<file path="config.mk">
export PLATFORM = sky130hd
export DESIGN_NAME = cpu_record_extractor
export DESIGN_NICKNAME = d
export VERILOG_FILES = /design/src/rtl/cpu_trace_pkg.sv /design/src/rtl/hex_char_decode.sv /design/src/rtl/cpu_record_extractor.sv
export SDC_FILE = /design/constraint.sdc
export NUM_CORES = 1
export LEC_CHECK = 0
export CORE_MARGIN = 2
export CORE_UTILIZATION = 50
export CTS_CLUSTER_DIAMETER = 60
export DETAILED_ROUTE_END_ITERATION = 12
export GPL_TIMING_DRIVEN = 0
export PLACE_DENSITY = 0.74
export SETUP_SLACK_MARGIN = 0.2
export SYNTH_ARGS = -nofsm -noshare
export SYNTH_HDL_FRONTEND = slang
export SYNTH_SLANG_ARGS = --single-unit
export TNS_END_PERCENT = 50
</file>
<file path="constraint.sdc">
create_clock -name clk -period 4.7 [get_ports clk]
set_input_delay 0.94 -clock clk [delete_from_list [all_inputs] [get_ports clk]]
set_output_delay 0.94 -clock clk [all_outputs]
set_load 0.01 [all_outputs]
</file>
<file path="src/rtl/cpu_trace_pkg.sv">
// cpu_trace_pkg: shared ASCII constants, checker verdict encodings and capture states
package cpu_trace_pkg;
    localparam logic [7:0] CH_CARET  = 8'h5E;
    localparam logic [7:0] CH_AT     = 8'h40;
    localparam logic [7:0] CH_COLON  = 8'h3A;
    localparam logic [7:0] CH_DOLLAR = 8'h24;
    localparam logic [7:0] CH_STAR   = 8'h2A;
    localparam logic [7:0] CH_LT     = 8'h3C;
    localparam logic [7:0] CH_EQ     = 8'h3D;
    localparam logic [7:0] CH_HASH   = 8'h23;
    localparam logic [7:0] CH_SPACE  = 8'h20;

    localparam logic [1:0] FMT_NONE = 2'b00;
    localparam logic [1:0] FMT_GRF  = 2'b01;
    localparam logic [1:0] FMT_MEM  = 2'b10;

    typedef enum logic [3:0] {
        S_IDLE, S_TIME, S_PC, S_SEP, S_REG, S_ADDR, S_PRE_EQ, S_EQ_WS, S_DATA
    } cap_state_e;
endpackage

</file>
<file path="src/rtl/hex_char_decode.sv">
// hex_char_decode: classifies an ASCII character as decimal/lowercase-hex digit and yields its nibble
module hex_char_decode (
    input  logic [7:0] char,
    output logic [3:0] nib,
    output logic       is_hex,
    output logic       is_dec
);
    logic is_alpha;

    assign is_dec   = (char >= 8'h30) && (char <= 8'h39);
    assign is_alpha = (char >= 8'h61) && (char <= 8'h66);
    assign is_hex   = is_dec || is_alpha;
    assign nib      = is_dec ? char[3:0] : char[3:0] + 4'd9;
endmodule

</file>
<file path="src/rtl/cpu_record_extractor.sv">
// cpu_record_extractor: captures numeric fields of trace records and emits them when the checker accepts one
module cpu_record_extractor
    import cpu_trace_pkg::*;
(
    input  logic        clk,
    input  logic        reset,
    input  logic [7:0]  char,
    input  logic [1:0]  format_type,
    output logic        rec_valid,
    output logic [1:0]  rec_type,
    output logic [15:0] rec_time,
    output logic [31:0] rec_pc,
    output logic [31:0] rec_dst,
    output logic [31:0] rec_data,
    output logic [15:0] grf_count,
    output logic [15:0] mem_count
);
    cap_state_e  state_q, state_d;
    logic [15:0] time_q, time_d;
    logic [31:0] pc_q, pc_d, dst_q, dst_d, data_q, data_d;
    logic [3:0]  nib;
    logic        is_hex, is_dec, emit;

    hex_char_decode u_dec (.char(char), .nib(nib), .is_hex(is_hex), .is_dec(is_dec));

    assign emit = (format_type == FMT_GRF) || (format_type == FMT_MEM);

    always_comb begin
        state_d = S_IDLE;
        time_d  = time_q;
        pc_d    = pc_q;
        dst_d   = dst_q;
        data_d  = data_q;
        if (char == CH_CARET) begin
            state_d = S_TIME;
            time_d  = '0;
            pc_d    = '0;
            dst_d   = '0;
            data_d  = '0;
        end else begin
            case (state_q)
                S_TIME: begin
                    if (is_dec) begin
                        state_d = S_TIME;
                        time_d  = time_q * 16'd10 + {12'd0, nib};
                    end else if (char == CH_AT) state_d = S_PC;
                end
                S_PC: begin
                    if (is_hex) begin
                        state_d = S_PC;
                        pc_d    = {pc_q[27:0], nib};
                    end else if (char == CH_COLON) state_d = S_SEP;
                end
                S_SEP: begin
                    if (char == CH_SPACE) state_d = S_SEP;
                    else if (char == CH_DOLLAR) state_d = S_REG;
                    else if (char == CH_STAR) state_d = S_ADDR;
                end
                S_REG, S_ADDR: begin
                    if (state_q == S_REG && is_dec) begin
                        state_d = S_REG;
                        dst_d   = dst_q * 32'd10 + {28'd0, nib};
                    end else if (state_q == S_ADDR && is_hex) begin
                        state_d = S_ADDR;
                        dst_d   = {dst_q[27:0], nib};
                    end else if (char == CH_SPACE) begin
                        // blanks before the first digit ("$ 2") keep us in the field
                        state_d = (dst_q == '0) ? state_q : S_PRE_EQ;
                    end else if (char == CH_LT) state_d = S_EQ_WS;
                end
                S_PRE_EQ: begin
                    if (char == CH_SPACE) state_d = S_PRE_EQ;
                    else if (char == CH_LT) state_d = S_EQ_WS;
                end
                S_EQ_WS, S_DATA: begin
                    if (is_hex) begin
                        state_d = S_DATA;
                        data_d  = {data_q[27:0], nib};
                    end else if (state_q == S_EQ_WS && (char == CH_EQ || char == CH_SPACE)) begin
                        state_d = S_EQ_WS;
                    end
                end
                default: state_d = S_IDLE;
            endcase
        end
    end

    always_ff @(posedge clk) begin
        if (reset) begin
            state_q   <= S_IDLE;
            time_q    <= '0;
            pc_q      <= '0;
            dst_q     <= '0;
            data_q    <= '0;
            rec_valid <= 1'b0;
            rec_type  <= '0;
            rec_time  <= '0;
            rec_pc    <= '0;
            rec_dst   <= '0;
            rec_data  <= '0;
            grf_count <= '0;
            mem_count <= '0;
        end else begin
            state_q   <= state_d;
            time_q    <= time_d;
            pc_q      <= pc_d;
            dst_q     <= dst_d;
            data_q    <= data_d;
            rec_valid <= emit;
            if (emit) begin
                rec_type <= format_type;
                rec_time <= time_q;
                rec_pc   <= pc_q;
                rec_dst  <= dst_q;
                rec_data <= data_q;
            end
            if (format_type == FMT_GRF && grf_count != 16'hFFFF) grf_count <= grf_count + 16'd1;
            if (format_type == FMT_MEM && mem_count != 16'hFFFF) mem_count <= mem_count + 16'd1;
        end
    end
endmodule

</file>
==> results.ini, run 1 <==
[timing]
max_freq_mhz = 234
min_period_over_period_pct = 91.0
final_max_slew_viol_count = 0
finalHoldViolations = 0
setup_viol = 0
worstMarginPinSlew_ns = 1.15
post-route-min-period_ns = 4.28
rsz0062_at_grt = no
tns_ns = 0
maxSlewHeadroom_pct = 22.0
finClkSkew_ns = 0.0110

[worst_hold_path]
min_to = pc_q[29]
whs_path_depth = 2
hp-start = pc_q[29]
hold_path_class = register to register

[cts]
holdBufCountCts = 0
numCtsBuffers = 29
root_buffer = clkbuf_16
cts_tree = built
clk_latency_ns = 0.56
cts.htree.levels = 1
clock_path_buffers = 3
clock_sinks = 263
clk_pin_slew_ns = 0.06

[synthesis]
synth_fa_ha_area_share_pct = 8.93
ys.flop_type = dfxtp_1
yosysWarnings = 0
postSynthCellCount = 1601
netlist_area_um2 = 13900
synth-seq-cells = 263
async_reset_ff_share_pct = 0
synthTopCellsByArea = dfxtp_1 (38%), mux2i_1 (8.4%), ha_1 (8.4%), nor2_1 (6.1%), nand2_1 (5.5%)
netlist.area_leader.share_pct = 37.8
synth_compound_area_share_pct = 14.4
synth_cell_types = 94
muxShareOfSynthArea_pct = 8.49
synth_top_family_by_area = simple AND/OR/NAND/NOR gates
synth_edf_count = 0
yosysSeqAreaShare_pct = 37.8
yosys.area_share.simple_pct = 20.5
synth.largest_area_cell = dfxtp_1
syn_nets = 1710
syn_avg_cell_area_um2 = 8.69
synth_xor_area_share_pct = 5.95

[cells_and_area]
final_cell_mix = dfxtp_1 (262), nor2_1 (226), nand2_1 (203)
design_area_um2 = 17100
layout.nets = 1909
n_antenna_cell = 0
area_growth_pct = 22.6
mostFrequentLayoutCell = dfxtp_1
drive_gt1_share_pct = 7.41

[place]
port_buffers = 156
place_area_um2 = 16000
hpwl_um = 26600
routabilityCongestion = 0.884

[drt]
wl_um = 35100
top_layer = met4
drt_pass1_iterations = 8
wirelength_met1_um = 15700
route.met2.wl_um = 16900
drt_iter0_markers = 771
ant_nets = 0
route.detailed.drc = 0
num_vias = 12100
avgRoutedWirePerCell_um = 16.0
wl_met3_um = 1470
via_per_inst = 5.50

[worst_setup_path]
crit_path_top_delay_cell = clkdlybuf4s50_1
critPathCaptureType = register
crit_fanout = 10
criticalPathCategory = input port to register
path_delay_family = simple AND/OR/NAND/NOR gates
startpoint_type = input port
max_stage_delay_ns = 0.44
arrival_ns = 4.71
crit_buf_inv = 3
regToRegEndpoint = dst_q[31]
timing.rr.start = dst_q[3]
crit_chain = clkdlybuf4s50_1 > clkbuf_4 > o21ai_2 > nand2_2 > nand2_1 > xor2_4 > inv_2 > ha_1 > a21o_1 > a21oi_1 > nor3b_2 > nand4_2 > nor4b_4 > nand4_4 > nor4_4 > nand4_1 > xor2_1 > o22ai_1
rrSetupSlack_ns = 0.50
reg2reg_depth = 13
required_ns = 5.13

[pwr]
peakVddDrop_mv = 0.266
power_per_cell_area_nw_per_um2 = 270
leakage_nw = 6.86

[global_routing]
grt_pass1_vias = 11500
antenna_found_initial = 0
grt_usage_pct = 23.5
grt_pass1_wl_um = 56500
grt_max_degree = 16
gr-total-overflow = 0

[flow_run]
cap_violations = 0

[floorplan]
design.core.area_um2 = 27600
rows = 61
die_area_um2 = 29200
die_w_um = 171
start_util_pct = 50.4
die_y_um = 171
ios = 159

[outcome]
status = finished, final reports clean

[what timing repair did]
| item | 4_1_cts | 5_1_grt |
|---|---|---|
| pin swaps | 5 | 6 |
| gates cloned | 0 | 0 |
| setup endpoints to repair | 22 | 12 |
| setup buffers | 6 | 6 |
| resized for setup | 14 | 16 |
[state kept, by name (all words and copies together) (netlist names)]
name	flops
grf_count	16
data_q	32
time_q	16
rec_pc	32
dst_q	32
mem_count	16
rec_dst	32
state_q	4
pc_q	32
rec_type	2
rec_time	16
rec_data	32
rec_valid	1
[cells in the mapped netlist (27+ instances only)]
master and instances:
dfxtp_1 263, nor2_1 226, nand2_1 205, a21oi_1 127, mux2i_1 117, ha_1 93
clkbuf_1 63, xnor2_1 45, xor2_1 42, nand3_1 32, inv_1 30, nor3_1 30
a211oi_1 27, o21ai_0 27
[layout make-up]
class | instances | area, um2
Inverter | 30 | 113
Sequential cell | 263 | 5270
Clock inverter | 10 | 83.8
Tap cell | 378 | 473
Fill cell | 2367 | 10600
Buffer | 87 | 429
Timing Repair Buffer | 168 | 1660
Multi-Input combinational cell | 1221 | 8210
Clock buffer | 42 | 825
[metrics by stage]
step	util [%]	setup WS [ns]	power, mW	hold slack [ns]	instances
floorplan	-	0.305	2.44	0.431	1601
global placement	57.8	-1.14	2.50	0.442	2135
detailed placement	57.8	-1.14	2.50	0.449	2135
CTS	61.4	0.239	4.63	0.458	2193
global route	61.7	0.175	4.75	0.482	2199
finish	61.7	0.421	4.61	0.456	2199
[worst max-delay path by stage]
| stage | start | end | slack [ns] | depth (start not counted) |
|---|---|---|---|---|
| global placement | char[0] | dst_q[31] | -1.14 | 20 |
| floorplan | char[0] | dst_q[30] | 0.30 | 19 |
| detailed placement | char[0] | dst_q[30] | -1.14 | 20 |
| global route | char[2] | dst_q[30] | 0.18 | 18 |
| CTS | char[4] | dst_q[31] | 0.24 | 17 |
| finish | char[2] | dst_q[30] | 0.42 | 18 |
[worst min-delay path: stages, from the launching register on]
cell,delay [ns]
dfxtp_1,0.31
nand2_1,0.05
a21oi_1,0.05
[report_power, final]
part	switching [mW]	internal (mW)
sequential	0.00343	2.23
combinational	0.139	0.0877
clock	0.922	1.23
[cell families (layout without fill, tap and decap cells)]
| family | count (synthesis) | count (layout) |
|---|---|---|
| buffers and inverters | 117 | 337 |
| muxes | 118 | 118 |
| AOI/OAI and AO/OA | 305 | 305 |
| and+or+nand+nor | 611 | 611 |
| DFF | 263 | 263 |
| xor gates and xnor gates | 90 | 90 |
| adders and majority gates | 97 | 97 |
[layer usage]
| layer | track usage [%] | vias to the layer above |
|---|---|---|
| met5 | 0 | - |
| met4 | 7.48 | 0 |
| met3 | 2.78 | 71 |
| met2 | 41.4 | 293 |
| met1 | 30.2 | 5698 |
| li1 | - | 6034 |
(Power assumes the default switching activity.)
==> run 2: changes to the inputs <==
--- a/config.mk
+++ b/config.mk
@@ -9,10 +9,10 @@
 export CORE_UTILIZATION = 50
 export CTS_CLUSTER_DIAMETER = 60
 export DETAILED_ROUTE_END_ITERATION = 12
-export GPL_TIMING_DRIVEN = 0
+export GPL_TIMING_DRIVEN = 1
 export PLACE_DENSITY = 0.74
 export SETUP_SLACK_MARGIN = 0.2
 export SYNTH_ARGS = -nofsm -noshare
 export SYNTH_HDL_FRONTEND = slang
 export SYNTH_SLANG_ARGS = --single-unit
-export TNS_END_PERCENT = 50
+export TNS_END_PERCENT = 20
==> run 2 against run 1 <==
Net effect: sequential share of layout area about the same; count of clock-buffer cells in the layout decreased by 5; wire length decreased by 3.6%; non-clock buffer count decreased by 38; flip-flop and latch count unchanged; utilization increased by 0.059 points; worst setup slack improved by 0.055 ns; global-route usage decreased by 0.69 points; clock skew increased by 0.0038 ns; final cell count decreased by 1.7%.
==> results.ini, run 2 (same netlist as run 1, synthesis figures left out) <==
[cts]
numCtsBuffers = 29  ; unchanged
clock_sinks = 263  ; unchanged
clk_pin_slew_ns = 0.06  ; about the same
cts_tree = built  ; unchanged
cts.htree.levels = 1  ; unchanged
clock_path_buffers = 3  ; unchanged
root_buffer = clkbuf_16  ; unchanged
clk_latency_ns = 0.56  ; about the same

[floorplan]
die_w_um = 171  ; unchanged
rows = 61  ; unchanged
die_y_um = 171  ; unchanged
die_area_um2 = 29200  ; unchanged
ios = 159  ; unchanged
design.core.area_um2 = 27600  ; unchanged
start_util_pct = 50.4  ; unchanged

[global_routing]
grt_pass1_vias = 11300  ; was 11500
grt_pass1_wl_um = 55700  ; was 56500 um
gr-total-overflow = 0  ; unchanged
antenna_found_initial = 0  ; unchanged
grt_max_degree = 86  ; was 16
grt_usage_pct = 22.9  ; was 23.5%

[place]
routabilityCongestion = 0.868  ; was 0.884
place_inst = 2105  ; was 2135
hpwl_um = 24300  ; was 26600 um
place_area_um2 = 16000  ; about the same
port_buffers = 158  ; was 156

[pwr]
peakVddDrop_mv = 0.217  ; was 0.266 mV
leakage_nw = 6.92  ; was 6.86 nW
power_per_cell_area_nw_per_um2 = 282  ; was 270 nW/um2

[cells_and_area]
final_cell_mix = dfxtp_1 (263), nor2_1 (225), nand2_1 (204)  ; was dfxtp_1 (262), nor2_1 (226), nand2_1 (203)
fillers = 2324  ; was 2367
instances_no_fill = 2161  ; was 2199
layout.nets = 1871  ; was 1909
mostFrequentLayoutCell = dfxtp_1  ; unchanged
n_antenna_cell = 0  ; unchanged
design_area_um2 = 17100  ; about the same
area_growth_pct = 22.7  ; was 22.6%
drive_gt1_share_pct = 9.09  ; was 7.41%

[drt]
route.detailed.drc = 0  ; unchanged
drt_pass1_iterations = 5  ; was 8
drt_iter0_markers = 905  ; was 771
avgRoutedWirePerCell_um = 15.7  ; was 16.0 um
ant_nets = 0  ; unchanged
num_vias = 12000  ; was 12100
wl_um = 33900  ; was 35100 um
via_per_inst = 5.55  ; was 5.50

[worst_hold_path]
hold_path_class = register to register  ; unchanged
whs_path_depth = 2  ; unchanged

[worst_setup_path]
startpoint_type = input port  ; unchanged
required_ns = 5.18  ; was 5.13 ns
critPathCaptureType = register  ; unchanged
arrival_ns = 4.70  ; was 4.71 ns
criticalPathCategory = input port to register  ; unchanged
crit_fanout = 5  ; was 10
reg2reg_depth = 14  ; was 13

[timing]
post-route-min-period_ns = 4.22  ; was 4.28 ns
min_period_over_period_pct = 89.9  ; was 91.0%
final_max_slew_viol_count = 0  ; unchanged
hold_slack_ns = 0.462  ; was 0.456 ns
rsz0062_at_grt = no  ; unchanged
maxSlewHeadroom_pct = 35.5  ; was 22.0%
setup_viol = 0  ; unchanged
worstMarginPinSlew_ns = 0.968  ; was 1.15 ns
finalHoldViolations = 0  ; unchanged
max_freq_mhz = 237  ; was 234 MHz
finClkSkew_ns = 0.0148  ; was 0.0110 ns

[flow_run]
cap_violations = 0  ; unchanged

[outcome]
status = finished, final reports clean  ; unchanged

-- run 2: metal layers --
| metal | part of all wire [%] | vias to the layer above | global-route usage, % | wire (um) |
|---|---|---|---|---|
| li1 | - | 5948 | - | - |
| met1 | 46 | 5657 | 30.7 | 15500 |
| met2 | 47 | 324 | 38.7 | 15800 |
| met3 | 5.2 | 55 | 3.03 | 1780 |
| met4 | 2.4 | 0 | 6.19 | 801 |
| met5 | 0 | - | 0 | 0 |
-- run 2: path summary, 6_finish.rpt --
kind | startpoint | end | slack, ns
worst min register to register | data_q[31] | data_q[31] | 0.46
worst max register to register | dst_q[1] | dst_q[31] | 0.50
worst max-delay path | char[1] | dst_q[31] | 0.48
worst min-delay path | data_q[31] | data_q[31] | 0.46
-- run 2: metrics by stage --
stage	worst slack, ns	setup TNS, ns	power [mW]	util, %
after global routing	0.172	0	4.98	61.8
after detailed placement	-0.145	-0.659	2.51	58.0
final	0.476	0	4.82	61.8
after global placement	-0.0152	-0.0152	2.51	58.0
after floorplan	0.305	0	2.44	-
after CTS	0.403	0	4.87	61.6
-- run 2: repair_timing --
action	in CTS	in global routing
setup endpoints to repair	0	13
buffers inserted	0	4
resized for setup	0	7
hold buffers	0	0
-- run 2: where the power goes --
part	total (mW)	switching [mW]	internal, mW
clock	2.36	0.932	1.43
sequential	2.24	0.00379	2.23
combinational	0.227	0.131	0.0957
total	4.82	1.07	3.76
-- run 2: worst max-delay path: stages --
cell             delay (ns)
clkdlybuf4s50_1        0.47
inv_1                  0.08
ha_1                   0.20
nor2_1                 0.15
o21ai_2                0.09
nand2_2                0.11
nand2_1                0.07
xor2_1                 0.19
inv_1                  0.09
ha_1                   0.31
a21o_1                 0.14
nand4_1                0.15
nor4_2                 0.30
nand2_1                0.13
nor4b_1                0.26
nand4_1                0.17
a2111oi_2              0.23
and4_1                 0.26
xnor3_1                0.21
o21ai_1                0.14
-- run 2: final cells by class --
cell class / instances / area (um2) / share of cell area (%)
multi-input combinational: 1221 / 8170 / 47.8
sequential: 263 / 5270 / 30.8
timing repair buffer: 217 / 2050 / 12.0
clock buffer: 37 / 796 / 4.66
tap: 378 / 473 / 2.77
clock inverter: 15 / 210 / 1.23
inverter: 30 / 113 / 0.659
